[src/rtl/ssd_scan.sv]
// ----------------------------------------------------------------------------
// ssd_scan -- four-digit seven-segment display scanner.
//
// Samples the divided scan clock as plain data, turns each rising edge into a
// one-cycle tick, and on every tick selects the next digit, decodes its nibble
// from a frame-latched copy of value, and drives the active-low display lines.
//
// Ports:
//   clk       system clock, all state updates on its rising edge
//   rst_n     asynchronous active-low reset
//   clk_scan  divided scan clock, sampled as asynchronous data
//   value     four nibbles, [3:0] = digit 0 (rightmost), [15:12] = digit 3
//   dp_in     decimal-point request, bit i = digit i
//   ssd_ctl   digit enables, active-low, one-hot-low while scanning
//   segs      segments, active-low, {a,b,c,d,e,f,g,dp} from bit 7 down
//
// Parameter:
//   SYNC_STAGES  synchronizer depth on clk_scan (2..3)
//
// Build option:
//   SSD_LZB_EN   when defined, leading zeros on digits 3..1 are blanked
//
// State       | meaning
// ------------+----------------------------------------------------------
// run = 0     | idle after reset, display off, waiting for first tick
// run = 1     | scanning; idx is the digit currently driven
// ----------------------------------------------------------------------------
module ssd_scan #(
  parameter int SYNC_STAGES = 2
) (
  input  logic        clk,
  input  logic        rst_n,
  input  logic        clk_scan,
  input  logic [15:0] value,
  input  logic [3:0]  dp_in,
  output logic [3:0]  ssd_ctl,
  output logic [7:0]  segs
);

  logic [SYNC_STAGES-1:0] sync_q;
  logic                   hist_q;
  logic                   tick_q;

  logic [1:0]  idx;
  logic        run;
  logic [15:0] snap;
  logic [3:0]  dp_snap;

  logic        frame_start;
  logic [1:0]  nxt_idx;
  logic [15:0] src_val;
  logic [3:0]  src_dp;
  logic [3:0]  nib;
  logic        dp_bit;
  logic        blank;
  logic [3:0]  ctl_nxt;
  logic [7:0]  segs_nxt;

  function automatic logic [6:0] glyph(input logic [3:0] n);
    logic [6:0] g;
    case (n)
      4'h0: g = 7'h01;
      4'h1: g = 7'h4F;
      4'h2: g = 7'h12;
      4'h3: g = 7'h06;
      4'h4: g = 7'h4C;
      4'h5: g = 7'h24;
      4'h6: g = 7'h20;
      4'h7: g = 7'h0F;
      4'h8: g = 7'h00;
      4'h9: g = 7'h04;
      4'hA: g = 7'h08;
      4'hB: g = 7'h60;
      4'hC: g = 7'h31;
      4'hD: g = 7'h42;
      4'hE: g = 7'h30;
      default: g = 7'h38;
    endcase
    return g;
  endfunction

  // Synchronizer, history flop and registered edge detect. Registering the
  // tick puts the display update SYNC_STAGES+1 edges after the sampling edge.
  always_ff @(posedge clk or negedge rst_n) begin
    if (!rst_n) begin
      sync_q <= '0;
      hist_q <= 1'b0;
      tick_q <= 1'b0;
    end else begin
      if (SYNC_STAGES > 1)
        sync_q <= {sync_q[SYNC_STAGES-2:0], clk_scan};
      else
        sync_q[0] <= clk_scan;
      hist_q <= sync_q[SYNC_STAGES-1];
      tick_q <= sync_q[SYNC_STAGES-1] & ~hist_q;
    end
  end

  // Next-digit decode. On a frame-start tick the incoming value/dp_in are
  // decoded directly so the first digit of a frame never shows stale data.
  always_comb begin
    frame_start = !run || (idx == 2'd3);
    nxt_idx     = run ? idx + 2'd1 : 2'd0;
    src_val     = frame_start ? value : snap;
    src_dp      = frame_start ? dp_in : dp_snap;
    nib         = src_val[{nxt_idx, 2'b00} +: 4];
    dp_bit      = src_dp[nxt_idx];
    ctl_nxt     = ~(4'b0001 << nxt_idx);
    blank       = 1'b0;
`ifdef SSD_LZB_EN
    // Blank when this nibble and every higher one are zero and no dp is lit.
    blank = (nxt_idx != 2'd0) && ((src_val >> {nxt_idx, 2'b00}) == 16'h0000)
            && !dp_bit;
`endif
    segs_nxt = blank ? 8'hFF : {glyph(nib), ~dp_bit};
  end

  always_ff @(posedge clk or negedge rst_n) begin
    if (!rst_n) begin
      idx     <= 2'd0;
      run     <= 1'b0;
      snap    <= 16'h0000;
      dp_snap <= 4'h0;
      ssd_ctl <= 4'b1111;
      segs    <= 8'hFF;
    end else if (tick_q) begin
      run     <= 1'b1;
      idx     <= nxt_idx;
      ssd_ctl <= ctl_nxt;
      segs    <= segs_nxt;
      if (frame_start) begin
        snap    <= value;
        dp_snap <= dp_in;
      end
    end
  end

endmodule

[config.mk]
export PLATFORM = sky130hd
export DESIGN_NAME = ssd_scan
export DESIGN_NICKNAME = d
export VERILOG_FILES = /design/src/rtl/ssd_scan.sv
export SDC_FILE = /design/constraint.sdc
export NUM_CORES = 1
export LEC_CHECK = 0
export CAP_MARGIN = 20
export CORE_ASPECT_RATIO = 0.5
export CORE_MARGIN = 10
export CORE_UTILIZATION = 53
export CTS_CLUSTER_SIZE = 40
export DETAILED_ROUTE_END_ITERATION = 10
export GPL_TIMING_DRIVEN = 1
export HOLD_SLACK_MARGIN = 0.1
export PLACE_DENSITY = 0.79
export SLEW_MARGIN = 20
export SYNTH_ARGS = -nofsm -noshare
export SYNTH_HDL_FRONTEND = slang
export SYNTH_SLANG_ARGS = --single-unit
[constraint.sdc]
create_clock -name clk -period 3.5 [get_ports clk]
set_input_delay 0.525 -clock clk [delete_from_list [all_inputs] [get_ports clk]]
set_output_delay 0.525 -clock clk [all_outputs]
set_load 0.005 [all_outputs]
### Word level (Yosys, flattened, before mapping)

Memories as Yosys holds them, arrays and structs flattened. A register that Yosys moved wholly into a read port is not among the register bits.
Index checks and enable logic that the tools add are counted.

* register bits: 39
* memory bits (read-only): 112
* output and inout bits: 12
* logic and storage cells: 27
* memories kept: 1

Memories
* (name not given): words 16, bits a word 7, rd ports 1, clocked after Yosys merged registers in 1, write ports 0, line 61 `case (n)`

* add/sub/neg operators: 1
* order comparisons: 1
* equality and inequality tests: 1
* shift operators: 2
* multiplexer cells: 5
* bitwise logic cells: 4
* reductions and logical operators: 3

Operators with widths (count)
* $mux 16: 1
* $shiftx 16x5->4: 1
* $mux 4: 1
* $not 4->4: 1
* $shl 1x2->4 const A: 1
* $lt 2x3->1 const B: 1
* $add 2x1->2 const B: 1
* $bmux 1 s2: 1
* $eq 2x2->1 const B: 1
* $logic_not 1->1: 2
* $mux 2: 1
* $not 1->1: 2
* $and 1x1->1: 1
* $logic_or 1x1->1: 1
* $mux 1: 1

### Longest topological paths before layout

* depth after elaboration: 6
* depth in mapped cells: 12
* mapped depth without buffers: 9

### Worst setup path after synthesis

Ideal clock, no wire load.

* kind: register -> register
* from: register idx[0]
* to: register segs[4]
* setup time: 0.082 ns
* arrival time: 2.453 ns
* slack: 0.965 ns
* cell stages (with the launch flop): 13
* buffers on the path: 3
* period minus slack after synthesis: 2.535 ns
* cell sequence: dfrtp_1 > ha_1 > buf_6 > buf_6 > buf_6 > mux2i_1 > o22ai_1 > nor3_1 > inv_1 > ha_1 > mux2i_1 > a22oi_1 > mux2_4

* cells in the longest elaborated chain, start to end: 4
* elaborated cells on any way between the ends: 6
* classes of those cells: add/sub (1); eq/ne (1); shift (1); mux (2); reduce/logical (1)

Ends and longest elaborated chain
* start, declared: line 44 `logic [1:0] idx;`
* start signal, assigned: line 128 `idx <= nxt_idx;`
* branches (longest 3 deep; another with $add 2x1->2)
* $shiftx 16x5->4 *: line 106 `nib = src_val[{nxt_idx, 2'b00} +: 4];`
* end, declared: line 37 `output logic [7:0] segs`

Every way passes the cells marked *.
A chain may end at the register's enable or synchronous reset.

### Worst setup path after layout

* from: register idx[0]
* to: register segs[7]

The elaborated chain is that of the path after synthesis.

==> key figures <==
Status
  – Status: finished clean

Timing
  – Hold WS: between 0.3 and 0.4 ns
  – Max-slew headroom: 0.4043
  – Slew of the pin with the lowest slew margin: about 0.89 ns
  – Fmax: about 360 MHz
  – Clock skew: a little over 0.005 ns
  – Final setup viols: 0
  – RSZ-0062 raised after global routing: no
  – Hold Vio Cnt, Final: 0
  – Final Max Tran Viols: 0
  – Final setup margin: between 0.7 and 0.8 ns
  – Fin crit period: ~2.8 ns
  – Period Utilization, post-route: 0.7871
  – Setup TNS: 0 ns

Yosys
  – Fraction of registers with async set/reset: 1.000
  – Syn nets: around 220
  – Synth area leader: dfrtp_1
  – Register area share after synthesis: 0.4642
  – Post-synth top area share: 0.3165
  – Synth Register Bits: 39
  – Mapped cell area: about 2100 sq um
  – Warnings, synthesis: 0
  – Main synth FF type: dfrtp_1
  – Post-synth EDFFs: 0
  – Area contributors post-synth: dfrtp_1, dfstp_2, mux2_2
  – Synth cell types: 36
  – Mean Syn Cell Area: between 10 and 15 sq um
  – Cells after Synth: roughly 190

Critical path
  – Setup CP Type: reg2reg
  – Critical path capture point type: register
  – CP bufs+invs: 2
  – Cell mode on critical path: buf_4
  – CP max stage cell: ha_1
  – Worst Path Required: ~3.7 ns
  – CP arrival: approximately 3 ns
  – CP cell instances: ha_1, buf_4, mux2i_1, o22ai_2, nor3_2, buf_4, nor2b_1, nor4bb_1, a211oi_1
  – Startpoint types: register
  – Crit path max-delay family: adder cells
  – Critical-path maximum fanout: 16
  – CP max stage delay: around 0.63 ns

Worst hold path
  – Hold/Removal Path Class: reg2reg

Drt
  – Antenna viol nets, final: 0
  – Remaining DRCs: 0
  – DRT Wirelength: around 4.9 mm
  – WL/cell: 17.26 microns
  – Vias per cell: ~5.6
  – Total number of vias: 1590
  – Drt pass-1 iters: 4
  – Initial DRC count: 75

Clock network
  – Hold-fix buffers, CTS: 0
  – Worst-path clk slew: roughly 0.070 ns
  – Post-CTS resize count: 0
  – CTS tree: built
  – Clk sinks: 39
  – Root buf cell: clkbuf_8
  – Clk Latency, worst-skew pair: 0.30 ns
  – CTS H-tree lvls: 2
  – Cts bufs inserted: 5
  – Setup bufs post-CTS: 0
  – Longest Clk Path Bufs: 2

Cells and area
  – Multi-input gate area: 999.7 sq um
  – Fillers: about 300
  – Antenna Cells: 0
  – Commonest non-fill, non-tap cell in the layout: clkdlybuf4s50_1
  – NumNets Final: ~260
  – Commonest cells after routing, fill and taps aside: clkdlybuf4s50_1, dfrtp_1, mux2_2
  – Storage cell area: approximately 990 sq um
  – Layout cells sized above 1: 0.2368
  – Area growth syn-to-layout: 21.92%

Floorplanning
  – Die Wd: approximately 110 microns
  – Starting density of the core: 0.5496
  – # rows: 16
  – I/O pin cnt: 35
  – Die area: 7120 sq um
  – Die H: ~65 microns
  – CORE AREA: 3884 sq um

Global route
  – Vias in the first global route: between 1500 and 2000
  – Gr ovfl total: 0
  – Total GRT Usage: 0.1444
  – Initial antenna violation count: 0
  – Largest net degree at the start of global routing: 40
  – Global-route wire length before repair: around 8.2 mm

Job
  – Max cap viols: 0

Pwr
  – IR drop worst, VDD: around 0.00038 V
  – Tot Pwr: 2.432 mW
  – Pwr per Cell Area: about 930 nW/um^2
  – Leakage power: approximately 1.1 nW

Placement
  – DP Wirelength: 3.251 mm
  – # port buffers: 34
  – Dpl ws: ~0.83 ns
  – Routability congestion estimate from global placement: around 0.76
through the flow:
stage | cells | utilization | instance area [sq um]
finish | 282 | 0.6701 | 2603
global placement | 274 | 0.6427 | 2496
floorplan | 192 | - | 2135
global route | 282 | 0.6701 | 2603
detailed placement | 274 | 0.6427 | 2496
CTS | 282 | 0.6701 | 2603
layout make-up:
cell class	instances	area share
clock inverter	1	0.01154
timing repair buffer	41	0.1510
inverter	12	0.01731
clock buffer	7	0.02933
multi-input combinational	128	0.3841
sequential	39	0.3808
tap	54	0.02596
synth_stat cells (2+ instances only):
| library cell | instances |
|---|---|
| nor2_1 | 7 |
| mux2i_1 | 17 |
| nor2b_1 | 2 |
| mux2_2 | 21 |
| a31oi_1 | 2 |
| nand2_1 | 12 |
| nand2b_1 | 4 |
| nor3_1 | 3 |
| dfstp_2 | 12 |
| o22ai_1 | 8 |
| o21a_1 | 2 |
| nand3b_1 | 6 |
| a21oi_1 | 8 |
| ha_1 | 7 |
| nor3_2 | 3 |
| clkbuf_1 | 4 |
| nand3_1 | 5 |
| o22ai_2 | 2 |
| o21ai_0 | 8 |
| dfrtp_1 | 27 |
| inv_1 | 12 |
| buf_6 | 6 |
path summary, 6_finish.rpt:
kind	startpoint	to	slack, ns	cells past startpoint
hold / removal	sync_q[0]	sync_q[1]	0.36	0
min in group asynchronous	rst_n	hist_q	0.64	2
setup reg to reg	idx[0]	segs[7]	0.75	9
max in group asynchronous	rst_n	ssd_ctl[1]	2.49	2
setup / recovery	idx[0]	segs[7]	0.75	9
hold reg to reg	sync_q[0]	sync_q[1]	0.36	0
report_power, final:
| group | switching (mW) | internal [mW] | total [mW] |
|---|---|---|---|
| clock network | 0.159 | 0.213 | 0.372 |
| logic | 0.614 | 0.645 | 1.26 |
| registers | 0.110 | 0.691 | 0.801 |
| total | 0.883 | 1.55 | 2.43 |
registers in the layout, indices dropped and copies added (netlist names):
register,flops
segs,8
idx,2
snap,16
dp_snap,4
ssd_ctl,4
tick_q,1
sync_q,2
run,1
hist_q,1
cells by family (layout without fill, tap and decap cells):
family	Yosys count	after routing	synth area share
simple gates	45	45	0.1166
buf+inv	25	61	0.06740
compound gates	37	37	0.1131
flops	39	39	0.4642
fa+ha+maj	7	7	0.04103
mux	39	39	0.1975
per-layer routing:
metal / wire, microns / GRT usage / up-vias
li1: - / - / 747
met3: 276 / 0.03649 / 6
met2: 2434 / 0.2382 / 48
met1: 2103 / 0.1779 / 789
met5: 0 / 0 / -
met4: 53 / 0.05645 / 0
Note: power is estimated with default switching activity, not from simulation.
